**src/rtl/mac_accumulator.sv**
```systemverilog
// Sequential signed fixed-point dot product: VEC_LEN (x, w) pairs in, one rescaled, saturated word out.
// Optional macro ROUND_EN: round half toward +inf before saturation instead of truncating.
module mac_accumulator #(
  parameter int INPUT_BITS  = 16,
  parameter int OUTPUT_BITS = 16,
  parameter int FRAC_BITS   = 8,
  parameter int ACC_BITS    = 40,
  parameter int VEC_LEN     = 16
) (
  input  logic                   clk,
  input  logic                   rst,
  input  logic                   in_valid,
  output logic                   in_ready,
  input  logic [INPUT_BITS-1:0]  in_x,
  input  logic [INPUT_BITS-1:0]  in_w,
  output logic                   out_valid,
  input  logic                   out_ready,
  output logic [OUTPUT_BITS-1:0] out_y
);

  // Handshake: a transfer happens on a rising edge where valid and ready are both high;
  // valid/data hold stable until that edge, and ready never depends on valid.

  localparam int CNT_W = $clog2(VEC_LEN);
  localparam logic [CNT_W-1:0] LAST = CNT_W'(VEC_LEN - 1);
  localparam logic signed [ACC_BITS:0] SAT_MAX =
    {{(ACC_BITS - OUTPUT_BITS + 2){1'b0}}, {(OUTPUT_BITS - 1){1'b1}}};
  localparam logic signed [ACC_BITS:0] SAT_MIN =
    {{(ACC_BITS - OUTPUT_BITS + 2){1'b1}}, {(OUTPUT_BITS - 1){1'b0}}};

  typedef enum logic {ACCUM, HOLD} state_t;

  state_t                   state, state_nxt;
  logic signed [ACC_BITS-1:0] acc, acc_nxt;
  logic signed [ACC_BITS-1:0] x_ext, w_ext, prod, sum;
  logic signed [ACC_BITS:0]   sum_wide, rounded, scaled;
  logic [CNT_W-1:0]         count, count_nxt;
  logic [OUTPUT_BITS-1:0]   sat_y, y_nxt;
  logic                     valid_nxt;
  logic                     accept;

  assign in_ready = (state == ACCUM);
  assign accept   = in_valid & in_ready;

  // Operands are widened first so the product is computed at full precision.
  assign x_ext = {{(ACC_BITS - INPUT_BITS){in_x[INPUT_BITS-1]}}, in_x};
  assign w_ext = {{(ACC_BITS - INPUT_BITS){in_w[INPUT_BITS-1]}}, in_w};
  assign prod  = x_ext * w_ext;
  assign sum   = acc + prod;

  // One guard bit keeps the rounding add from wrapping at the top of the range.
  assign sum_wide = {sum[ACC_BITS-1], sum};
`ifdef ROUND_EN
  localparam logic signed [ACC_BITS:0] HALF = {{ACC_BITS{1'b0}}, 1'b1} << (FRAC_BITS - 1);
  assign rounded = sum_wide + HALF;
`else
  assign rounded = sum_wide;
`endif
  assign scaled = rounded >>> FRAC_BITS;

  always_comb begin
    sat_y = scaled[OUTPUT_BITS-1:0];
    if (scaled > SAT_MAX)
      sat_y = {1'b0, {(OUTPUT_BITS - 1){1'b1}}};
    else if (scaled < SAT_MIN)
      sat_y = {1'b1, {(OUTPUT_BITS - 1){1'b0}}};
  end

  always_comb begin
    state_nxt = state;
    acc_nxt   = acc;
    count_nxt = count;
    y_nxt     = out_y;
    valid_nxt = out_valid;
    case (state)
      ACCUM: begin
        if (accept) begin
          if (count == LAST) begin
            y_nxt     = sat_y;
            valid_nxt = 1'b1;
            acc_nxt   = '0;
            count_nxt = '0;
            state_nxt = HOLD;
          end else begin
            acc_nxt   = sum;
            count_nxt = count + CNT_W'(1);
          end
        end
      end
      HOLD: begin
        if (out_valid && out_ready) begin
          valid_nxt = 1'b0;
          state_nxt = ACCUM;
        end
      end
      default: state_nxt = ACCUM;
    endcase
  end

  always_ff @(posedge clk or posedge rst) begin
    if (rst) begin
      state     <= ACCUM;
      acc       <= '0;
      count     <= '0;
      out_y     <= '0;
      out_valid <= 1'b0;
    end else begin
      state     <= state_nxt;
      acc       <= acc_nxt;
      count     <= count_nxt;
      out_y     <= y_nxt;
      out_valid <= valid_nxt;
    end
  end

endmodule

```
**config.mk**
```make
export PLATFORM = sky130hd
export DESIGN_NAME = mac_accumulator
export DESIGN_NICKNAME = d
export VERILOG_FILES = /design/src/rtl/mac_accumulator.sv
export SDC_FILE = /design/constraint.sdc
export NUM_CORES = 1
export LEC_CHECK = 0
export CAP_MARGIN = 10
export CORE_MARGIN = 4
export CORE_UTILIZATION = 38
export DETAILED_ROUTE_END_ITERATION = 6
export SYNTH_ARGS = -nofsm -noshare
export SYNTH_HDL_FRONTEND = slang
export SYNTH_SLANG_ARGS = --single-unit
```
**constraint.sdc**
```tcl
create_clock -name clk -period 6.9 [get_ports clk]
set_clock_uncertainty 0.15 [all_clocks]
set_input_delay 1.38 -clock clk [delete_from_list [all_inputs] [get_ports clk]]
set_output_delay 1.38 -clock clk [all_outputs]
set_load 0.01 [all_outputs]
```
Word-level counts from Yosys, hierarchy flattened

Cells that the tools add are included.

$add $sub $neg: 2
Multiply operators: 1
Divide/modulo/power cells: 0
$lt $le $gt $ge: 2
Equality and inequality tests: 4
Shift-type cells: 0
Mux-type cells: 12
Bitwise operators: 2
Reduce and logical (&&, ||, !) cells: 4

Operators by type and width:

| kind                                                             | number |
|---|---|
| adder 40 x 32 -> 40 bit                                          | 1 |
| 2-to-1 mux 40 bit                                                | 1 |
| greater-than comparator 32 x 16 -> 1 bit (second input constant) | 1 |
| less-than comparator 32 x 16 -> 1 bit (second input constant)    | 1 |
| multiplier 16 x 16 -> 32 bit                                     | 1 |
| 2-to-1 mux 16 bit                                                | 2 |
| 2-to-1 mux 1 bit                                                 | 6 |
| inequality test 2 x 1 -> 1 bit (second input constant)           | 3 |
| AND reduction 3 bit                                              | 2 |
| adder 4 x 1 -> 4 bit (second input constant)                     | 1 |
| == test 4 bit (second input constant)                            | 1 |
| 2-to-1 mux 4 bit                                                 | 1 |
| case mux 1 bit (2 select lines)                                  | 2 |
| AND reduction 2 bit                                              | 1 |
| bitwise AND 1 bit                                                | 1 |
| logical AND 1 bit                                                | 1 |
| NOT 1 bit                                                        | 1 |

Flip-flop bits (word level): 62
Bits in latches: 0
Bits in writable memories: 0
ROM bits: 0
Input bits: 36
Memories kept: 0

Longest topological paths before layout

Depth after elaboration: 5
Gate-level depth with buffers: 27

Worst setup path before layout

OpenSTA, ideal clock, no wires.

Path type: input to register
Start point: input port in_x[15]
End point: register out_y[0]
Setup time: 0.131 ns
Arrival: 8.154 ns
Data required time: 6.619 ns
Slack: -1.535 ns
Stages: 26
Cell sequence: clkbuf_1 nand2_1 inv_1 fa_1 fa_1 inv_1 fa_1 fa_1 inv_1 fa_1 inv_1 fa_1 inv_1 ha_1 clkbuf_1 nand2_1 nor2_1 nand3_1 or4_1 o21ai_2 xor2_1 or3_1 or4_4 nand2_4 buf_12 o22ai_2

Cells in the longest elaborated chain, start to end: 5

Ends and longest elaborated chain:

| what                                  | RTL line | text |
|---|---|---|
| start: declaration                    | 14       | `input logic [INPUT_BITS-1:0] in_x,` |
| multiplier 16 x 16 -> 32 bit (*)      | 48       | `assign prod = x_ext * w_ext;` |
| adder 40 x 32 -> 40 bit (*)           | 49       | `assign sum = acc + prod;` |
| less-than comparator 32 x 16 -> 1 bit | 65       | `else if (scaled < SAT_MIN)` |
| 2-to-1 mux 16 bit                     | 65       |  |
| 2-to-1 mux 16 bit (*)                 | 63       | `if (scaled > SAT_MAX)` |
| end signal: assignment                | 111      | `out_y <= y_nxt;` |
| end: declaration                      | 18       | `output logic [OUTPUT_BITS-1:0] out_y` |

Every way passes the cells marked *; elsewhere a longest branch is shown, timed or not.
A chain may end at the register's enable or synchronous reset.

Worst setup path after layout

Start point: input port in_w[5]
End point: register out_y[13]

Cells in the longest elaborated chain, start to end: 5

Ends and longest elaborated chain:

| what                                  | RTL line | text |
|---|---|---|
| start: declaration                    | 15       | `input logic [INPUT_BITS-1:0] in_w,` |
| multiplier 16 x 16 -> 32 bit (*)      | 48       |  |
| adder 40 x 32 -> 40 bit (*)           | 49       |  |
| less-than comparator 32 x 16 -> 1 bit | 65       |  |
| 2-to-1 mux 16 bit                     | 65       |  |
| 2-to-1 mux 16 bit (*)                 | 63       |  |

Marks and branches as above.

==> run metrics <==
Die W=209 um; CTS tree=built; register area share after synthesis=0.101; first-pass GRT wire length=72,500 um; Synthesized Nets=2,146; CP Capture Type=flop; Root Buffer Master=clkbuf_16; Yosys cell types=74; CP most frequent cell=fa_1; DRT antenna net count=0; area of the multi-input gates=13,400 um2; Fin. Hold Viols=0; drt via density=4.92; slowest stage delay, CP=580 ps; vias in the first global route=13,600; initial antenna violation count=1; status=complete, but fails checks; failing checks=negative setup slack; wire per inst=17.1 um; area growth from synthesis to layout=36.9%; CP delay by family, top=adder cells; Hold Path End=acc[1]; min-delay worst type=flop to flop; RSZ-0062 raised after global routing=yes; CP Buf/Inv Count=8; CTS buffer count=9; largest net degree at the start of global routing=63; CP max FO=8; first-pass iteration count of the detailed router=6; Max Buffers Root-to-Sink=2; Mapped Cells=1,664; Clk Latency, worst-skew pair=340 ps; NumNets Final=2,483; crit share post-route=1.14; Remaining DRCs=0; core area=39,800 um2; worst hold path stage count=2; hpwl dp=34,300 um; Reg2Reg Setup Slack=890 ps; Final Cell Area=21,000 um2; syn avg cell area=9.22 um2; Port Buf Inserts=53; Post-synth top flop=dfrtp_1; Yosys warning count=0; die area=43,600 um2; Synth Register Bits=62; Hold Crit Start=acc[1]; gpl congestion=0.895; htree depth=3; placement-stage cell area=18,300 um2; Slew Limit Fails=0; min cycle time layout=7830 ps; I/O pins=54; cell area after synthesis=15,300 um2; Die Height=209 um; Rel. slew slack=0.411; final setup vio count=24; clock transition at the registers of the reported paths=60 ps; fmax=0.128 GHz; GRT Total Usage=0.204; Site Rows=73; worst reg2reg path depth=22; initial core utilization=0.385; Tightest Pin Transition=883 ps; Worst Path Required=6960 ps; FF+latch area=1550 um2; startpoint class of the critical path=input port; Max Cap Viol=0; reg2reg start=acc[15]; DRT iter0 DRCs=719; setup ws final=-932 ps; fraction of registers with async set/reset=1.00; layout cell share with drive strength beyond 1=0.333; Max stage delay cell, worst path=or4_4; routed vias=12,400; EDFF count, synth=0; hold-fix buffers at CTS=0; routed wire length=43,400 um; Congestion Overflow GR=0; CTS Sinks=62; RR Endpoint=out_y[13]; diode count=0; worst setup path class=input port to flop; Critical Path AT=7890 ps; Fillers=3,559
## cell usage in the layout, fill, tap and decap left out, types with 15 or more instances in the layout
cell / instances
ha_4: 29
fa_1: 304
buf_6: 69
clkdlybuf4s50_1: 22
inv_2: 41
a21oi_1: 21
fa_2: 26
a21oi_2: 20
a22o_1: 18
nand2_1: 165
buf_4: 241
nand2_2: 20
and2_1: 95
nand3_1: 15
inv_1: 370
nor2_1: 44
dfrtp_1: 62
o21ai_0: 34
ha_1: 85
o21ai_2: 20
and2_4: 27
buf_12: 19
## kinds of logic after synthesis
group,count (synthesis),share of synthesized area
buffers and inverters,471,0.120
DFF,62,0.101
adders and majority gates,446,0.525
xor gates and xnor gates,37,0.0211
muxes,3,0.00204
and+or+nand+nor,438,0.137
AOI/OAI and AO/OA,207,0.0931
## flip-flops by register name, indices dropped and copies added (netlist names)
register,count
out_valid,1
state,1
acc,40
out_y,16
count,4
## Yosys cell counts (all sizes together), types with 4 or more instances
library cell / count / area, um2
a211oi: 5 / 47.5
o22ai: 15 / 163
nor2: 54 / 203
a21oi: 49 / 260
nand2: 199 / 754
o211ai: 9 / 77.6
a21o: 13 / 98.9
nand4: 14 / 93.8
ha: 116 / 1450
inv: 412 / 1550
clkbuf: 46 / 183
and2: 124 / 778
o21ai: 64 / 324
nand3: 19 / 95.1
dfrtp: 62 / 1550
xnor2: 18 / 158
a22o: 19 / 168
a22oi: 5 / 37.5
buf: 13 / 110
xor2: 19 / 166
or4: 4 / 33.8
fa: 330 / 6610
nor3: 10 / 50.1
## stage by stage
| step | setup slack [ps] | TNS [ps] | std cells | util | hold WS (ps) |
|---|---|---|---|---|---|
| floorplan | -867 | -12560 | 1664 | - | 295 |
| global placement | -1820 | -49990 | 2415 | 0.459 | 313 |
| detailed placement | -1860 | -51030 | 2415 | 0.459 | 318 |
| CTS | -861 | -14110 | 2501 | 0.507 | 331 |
| global route | -1060 | -19750 | 2531 | 0.528 | 342 |
| finish | -932 | -15460 | 2531 | 0.528 | 326 |
## tightest hold or removal path: stages, from the launching register on
cell and delay [ps]:
dfrtp_1 340, nand2_1 50, nand2_1 50
## worst max path at each step
| stage | from | to | slack, ps | cells after the start |
|---|---|---|---|---|
| after floorplan | in_x[15] | out_y[0] | -870 | 26 |
| after global placement | in_x[9] | out_y[11] | -1820 | 23 |
| after detailed placement | in_x[8] | out_y[12] | -1860 | 24 |
| after CTS | in_x[13] | out_y[3] | -860 | 25 |
| after global routing | in_x[15] | out_y[11] | -1060 | 27 |
| final | in_w[5] | out_y[13] | -930 | 25 |
## layer usage
metal,wire length (um),GRT usage,up-vias
met4,1090,0.0509,2
met3,1820,0.0236,75
met2,21100,0.339,316
met1,19400,0.289,6329
met5,13,0,-
li1,-,-,5720
## final cells by class
class,count,area share
timing repair buffer,384,0.169
inverter,412,0.0738
clock inverter,6,0.00453
multi-input combinational,1132,0.636
clock buffer,10,0.0109
sequential,62,0.0738
tap,525,0.0313
## repair_timing
| item | in CTS | in global routing |
|---|---|---|
| setup buffers | 66 | 36 |
| gates resized for setup | 327 | 185 |
| cloned | 9 | 0 |
| pin swaps | 142 | 82 |
| endpoints found under the setup margin | 41 | 40 |
Power is not shown: default switching activity piles up to over one toggle a cycle in this logic, so the estimate is an artifact.
==> RTL change 1: new RTL, same flow settings <==
Change the parameter `ACC_BITS` from 40 to 32.
--- a/src/rtl/mac_accumulator.sv
+++ b/src/rtl/mac_accumulator.sv
@@ -6,3 +6,3 @@
   parameter int FRAC_BITS   = 8,
-  parameter int ACC_BITS    = 40,
+  parameter int ACC_BITS    = 32,
   parameter int VEC_LEN     = 16
Function: no difference found for any inputs over 10 cycles, from zero or initial values and one cycle with rst high; that may be too few to reach the edited logic, so the function may still have changed.
==> RTL change 1 against the unedited design <==
  * The run still ends with setup timing left
  * Cell area is 15% lower
  * Hold slack better by 0.0066 ns
  * Routed wire length is 12% lower
  * Sequential cell count is 8 lower
  * Setup slack better by 0.35 ns
  * Synthesized area is 13% lower
  * Maximum frequency is 4.6% higher
  * Count of clock-buffer cells in the layout is 4 lower
  * Die area is 12% lower
  * Final cell count is 15% lower
  * First-iteration DRC count is 32% lower
  * Largest cell class unchanged
Power is left out: the tool's default activity adds up to more than one toggle a clock period on the data nets, which glitch-free logic cannot reach.
==> RTL change 1: results (changes against the unedited design) <==
stage	metric	value	unit	change
status	status	finished with violations		
status	violations	setup timing		
worst_hold_path	hold_class	reg -> reg		
critical_path	cp_max_fo	7		-1
route	drt_iter0_markers	492		-32%
timing	relSlewSlack	27.3	%	-14 points
logic_synthesis	ys_top_cells_by_count	inv_1, fa_1, nand2_1, and2_1, ha_1		
logic_synthesis	synth_cell_type_count	61		-18%
logic_synthesis	ys_seq_area_share	10.1	%	-0.023 points
critical_path	worstPathArrival	7.51	ns	-0.38 ns
layout	fillers	3110		-13%
clocking	cts_buffers	5		-4
timing	setup_viol_count_final	21		-13%
placed_design	port_buffers	53		unchanged
grt	grtUsageTotal	20.5	%	+0.050 points
clocking	clock_latency	0.31	ns	-0.03 ns
placed_design	dp.cells	2042		-15%
placed_design	post-place-ws	-1.22	ns	+0.643 ns
placed_design	gp_congestion	0.830		-7.2%
grt	antenna_found_initial	1		unchanged
logic_synthesis	synth_nets	1851		-14%
route	drt_pass1_iterations	5		-1
logic_synthesis	postSynthCellCount	1424		-14%
logic_synthesis	synthFlopType	dfrtp_1		
placed_design	hpwl	28100	um	-18%
logic_synthesis	synth_area_leaders	fa_1, inv_1, dfrtp_1, ha_1, and2_1		
layout	largestRegisters	acc (32), out_y (16), count (4)		
logic_synthesis	async_flop_share	100	%	unchanged
clocking	clk_pin_slew	0.08	ns	+0.02 ns
layout	drive_gt1_share	26.8	%	-6.5 points
layout	num_antenna_cells	0		unchanged
clocking	cts_root_buffer	clkbuf_16		
clocking	cts_buffer_depth	2		unchanged
grt	grt_pass1_wl	62100	um	-14%
layout	layout.cells.non_filler	2139		-15%
clocking	h-tree-depth	2		-1
grt	grt_max_degree	55		-13%
route	avgRoutedWirePerCell	17.9	um	+4.4%
grt	grt_overflow	0		unchanged
route	vias	10500		-15%
timing	setup_ws	-0.584	ns	+0.347 ns
logic_synthesis	ys_warn_count	0		unchanged
## RTL change 1: cell types whose count changed after synthesis, moves of 9 or more
cell	change
nor2_1	-10
o22ai_2	-11
fa_1	-38
ha_1	-17
xor2_1	-11
and2_1	+9
nand2_1	-43
a21oi_1	-25
xnor2_1	+12
o32ai_2	+10
o21ai_0	-21
inv_1	-50
## RTL change 1: layout make-up
class                      count  share of cell area, %
timing repair buffer         302                   17.6
clock buffer                   6                  0.722
clock inverter                 2                  0.210
sequential                    54                   7.57
tap                          455                   3.19
multi-input combinational    957                   63.0
inverter                     363                   7.68
## RTL change 1: repair_timing
item                                    in CTS  in global routing
setup buffers                               53                 20
endpoints found under the setup margin      32                 31
resized for setup                          208                101
gates cloned                                19                  3
pin swaps                                   51                 71
## RTL change 1: per-layer routing
layer  wire length, um  GRT usage [%]
met2             19300           35.3
met4              1150           4.84
met3              1920           3.04
met5                13              0
met1             15900           27.3
## RTL change 1: worst paths after layout
| path | slack [ns] | start | depth (start not counted) | to |
|---|---|---|---|---|
| max in group asynchronous | 4.66 | rst | 3 | acc[25]$_DFFE_PP0P_ |
| worst min register to register | 0.33 | acc[0]$_DFFE_PP0P_ | 2 | acc[0]$_DFFE_PP0P_ |
| worst max-delay path | -0.58 | in_w[1] | 27 | out_y[10]$_DFFE_PP0P_ |
| worst max register to register | 1.07 | acc[15]$_DFFE_PP0P_ | 21 | out_y[10]$_DFFE_PP0P_ |
| worst min-delay path | 0.33 | acc[0]$_DFFE_PP0P_ | 2 | acc[0]$_DFFE_PP0P_ |
| min in group asynchronous | 1.46 | rst | 3 | acc[3]$_DFFE_PP0P_ |
## RTL change 1: worst max-delay path, cell delays in order
cell,delay (ns)
clkdlybuf4s15_2,0.20
buf_12,0.14
buf_12,0.13
nand2_8,0.07
inv_4,0.04
fa_1,0.51
inv_2,0.04
fa_1,0.49
fa_1,0.51
inv_1,0.05
fa_1,0.48
fa_1,0.50
inv_1,0.05
fa_1,0.50
inv_2,0.05
ha_4,0.23
nand4_1,0.17
nor2_4,0.06
and3_4,0.18
a211o_4,0.33
a21o_4,0.25
a31o_4,0.24
xor2_4,0.21
buf_6,0.16
a41oi_4,0.26
clkbuf_16,0.22
o32ai_1,0.06
## RTL change 1: through the flow
step | area, um2 | util [%] | setup TNS [ns]
floorplan | 13800 | - | -4.53
detailed placement | 16100 | 46.4 | -30.12
global placement | 16100 | 46.4 | -27.62
CTS | 17400 | 50.4 | -9.23
finish | 17800 | 51.5 | -9.34
global route | 17800 | 51.5 | -13.22
## RTL change 1: kinds of logic after synthesis
group           Yosys count  share of synthesized area (%)
compound gates          148                           8.52
xor+xnor                 39                           2.61
fa+ha+maj               391                           52.9
buf+inv                 413                           11.7
flops                    54                           10.1
simple gates            379                           14.2
==> RTL change 2: new RTL, config.mk and constraints unchanged <==
Without the edit above. Make the reset (`rst`) synchronous in one clocked block.
--- a/src/rtl/mac_accumulator.sv
+++ b/src/rtl/mac_accumulator.sv
@@ -99,3 +99,3 @@
 
-  always_ff @(posedge clk or posedge rst) begin
+  always_ff @(posedge clk) begin
     if (rst) begin
Function: same outputs for any inputs over 10 cycles, from zero or initial values and one cycle with rst high; that may be too few to reach the edited logic, so the function may still have changed.
==> RTL change 2 against the unedited design <==
  * The run still ends with setup timing left
  * Global-route usage grew 0.42 points
  * Routed wire length up 0.82%
  * Setup slack better by 0.022 ns
  * Register-to-register slack got worse by 0.08 ns
  * Cell area grew 1.0%
  * Sequential cell count is the same
  * Synthesized area fell by 1.1%
Power is not shown: default switching activity piles up to over one toggle a cycle in this logic, so the estimate is an artifact.
==> RTL change 2: results (changes against the unedited design) <==
stage	metric	value	unit	change
critical_path	worstPathArrival	7.85	ns	-0.04 ns
route	wl	43700	um	+0.82%
placed_design	hpwl	34200	um	-0.26%
route	drt_iter0_markers	639		-11%
grt	grt_pass1_vias	14100		+3.3%
critical_path	r2r_start	acc[15]$_SDFFE_PP0P_		
clocking	cts_buffers	9		unchanged
route	wl_met1	19000	um	-2.0%
timing	setup_viol_count_final	30		+25%
critical_path	critical_path.startpoint	in_w[6]		
grt	antenna_found_initial	0		-1
critical_path	regToRegSetupSlack	0.81	ns	-0.08 ns
route	dr_wl_met2	21400	um	+1.4%
status	violations	setup timing		
grt	grt_pass1_wl	73500	um	+1.4%
logic_synthesis	synth_nets	2203		+2.7%
placed_design	gp_congestion	0.904		+1.1%
logic_synthesis	synthMuxAreaShare	0.0742	%	-0.13 points
critical_path	slowest_stage	fa_1		
worst_hold_path	hp-start	acc[1]$_SDFFE_PP0P_		
logic_synthesis	synth-compound-area-share	9.17	%	-0.14 points
critical_path	cp-endpoint	out_y[4]$_SDFFE_PP0P_		
logic_synthesis	ys_seq_area_share	8.18	%	-1.9 points
status	status	finished with violations		
route	highest_layer	met4		
logic_synthesis	async_flop_share	0	%	-100 points
timing	setup_ws	-0.910	ns	+0.0221 ns
clocking	cts_root_buffer	clkbuf_16		
layout	nNetsFinal	2541		+2.3%
logic_synthesis	synthFlopType	dfxtp_1		
logic_synthesis	synth_cell_type_count	70		-5.4%
layout	drive_gt1_share	34.0	%	+0.63 points
route	vias	12600		+1.7%
timing	setup_tns	-15.99	ns	-0.536 ns
logic_synthesis	synth_xor_area_share	2.08	%	-0.034 points
logic_synthesis	synth_area_leaders	fa_1, inv_1, ha_1, dfxtp_1, and2_1		
timing	worstMarginPinSlew	0.895	ns	+0.0112 ns
route	met3WireLength	1730	um	-4.6%
grt	grtUsageTotal	20.8	%	+0.42 points
logic_synthesis	ys_top_cells_by_count	inv_1, fa_1, nand2_1, and2_1, ha_1		
-- RTL change 2: cell count changes after synthesis, sizes merged, moves of 7 or more --
cell   delta
o21ai    -38
nand2     -8
a22o     -18
a22oi    +22
o22ai    -15
a21oi    +18
a31oi     +7
o32ai    +15
dfrtp    -62
nor2     +59
dfxtp    +62
-- RTL change 2: layer usage --
| layer | vias to the layer above | GRT usage, % |
|---|---|---|
| li1 | 5925 | - |
| met1 | 6400 | 27.4 |
| met2 | 247 | 35.1 |
| met3 | 77 | 3.45 |
| met4 | 0 | 7.04 |
| met5 | - | 0 |
-- RTL change 2: area by class of cell --
cell class	instances	area [um2]
multi-input cells	1182	13800
repair buffers	389	3710
well taps	518	648
inverters	415	1570
clock inverters	4	47.5
fillers	3496	17900
flip-flops and latches	62	1240
clock buffers	11	243
-- RTL change 2: cell families (layout without fill, tap and decap cells) --
kind of cell	Yosys count	after routing
simple gates	497	497
buf+inv	477	819
fa+ha+maj	446	446
compound gates	202	202
flops	62	62
xor+xnor	36	36
mux	1	1
-- RTL change 2: what timing repair did --
action | CTS | global route
resized for setup | 342 | 165
setup endpoints to repair | 44 | 41
pin swaps | 115 | 141
gates cloned | 8 | 0
setup buffers | 72 | 32
-- RTL change 2: per-stage QoR --
step	hold WS, ns	setup slack (ns)	cell area (um2)	util (%)	std cells
after floorplan	0.286	-0.658	15800	-	1721
after global placement	0.296	-1.71	18600	47.6	2467
after detailed placement	0.308	-1.77	18600	47.6	2467
after CTS	0.316	-0.913	20500	52.5	2560
after global routing	0.329	-1.09	21200	54.3	2581
final	0.313	-0.910	21200	54.3	2581
-- RTL change 2: worst min-delay path, stage by stage (launching register included) --
cell	delay, ns
dfxtp_1	0.31
nand2_1	0.05
a21oi_1	0.05
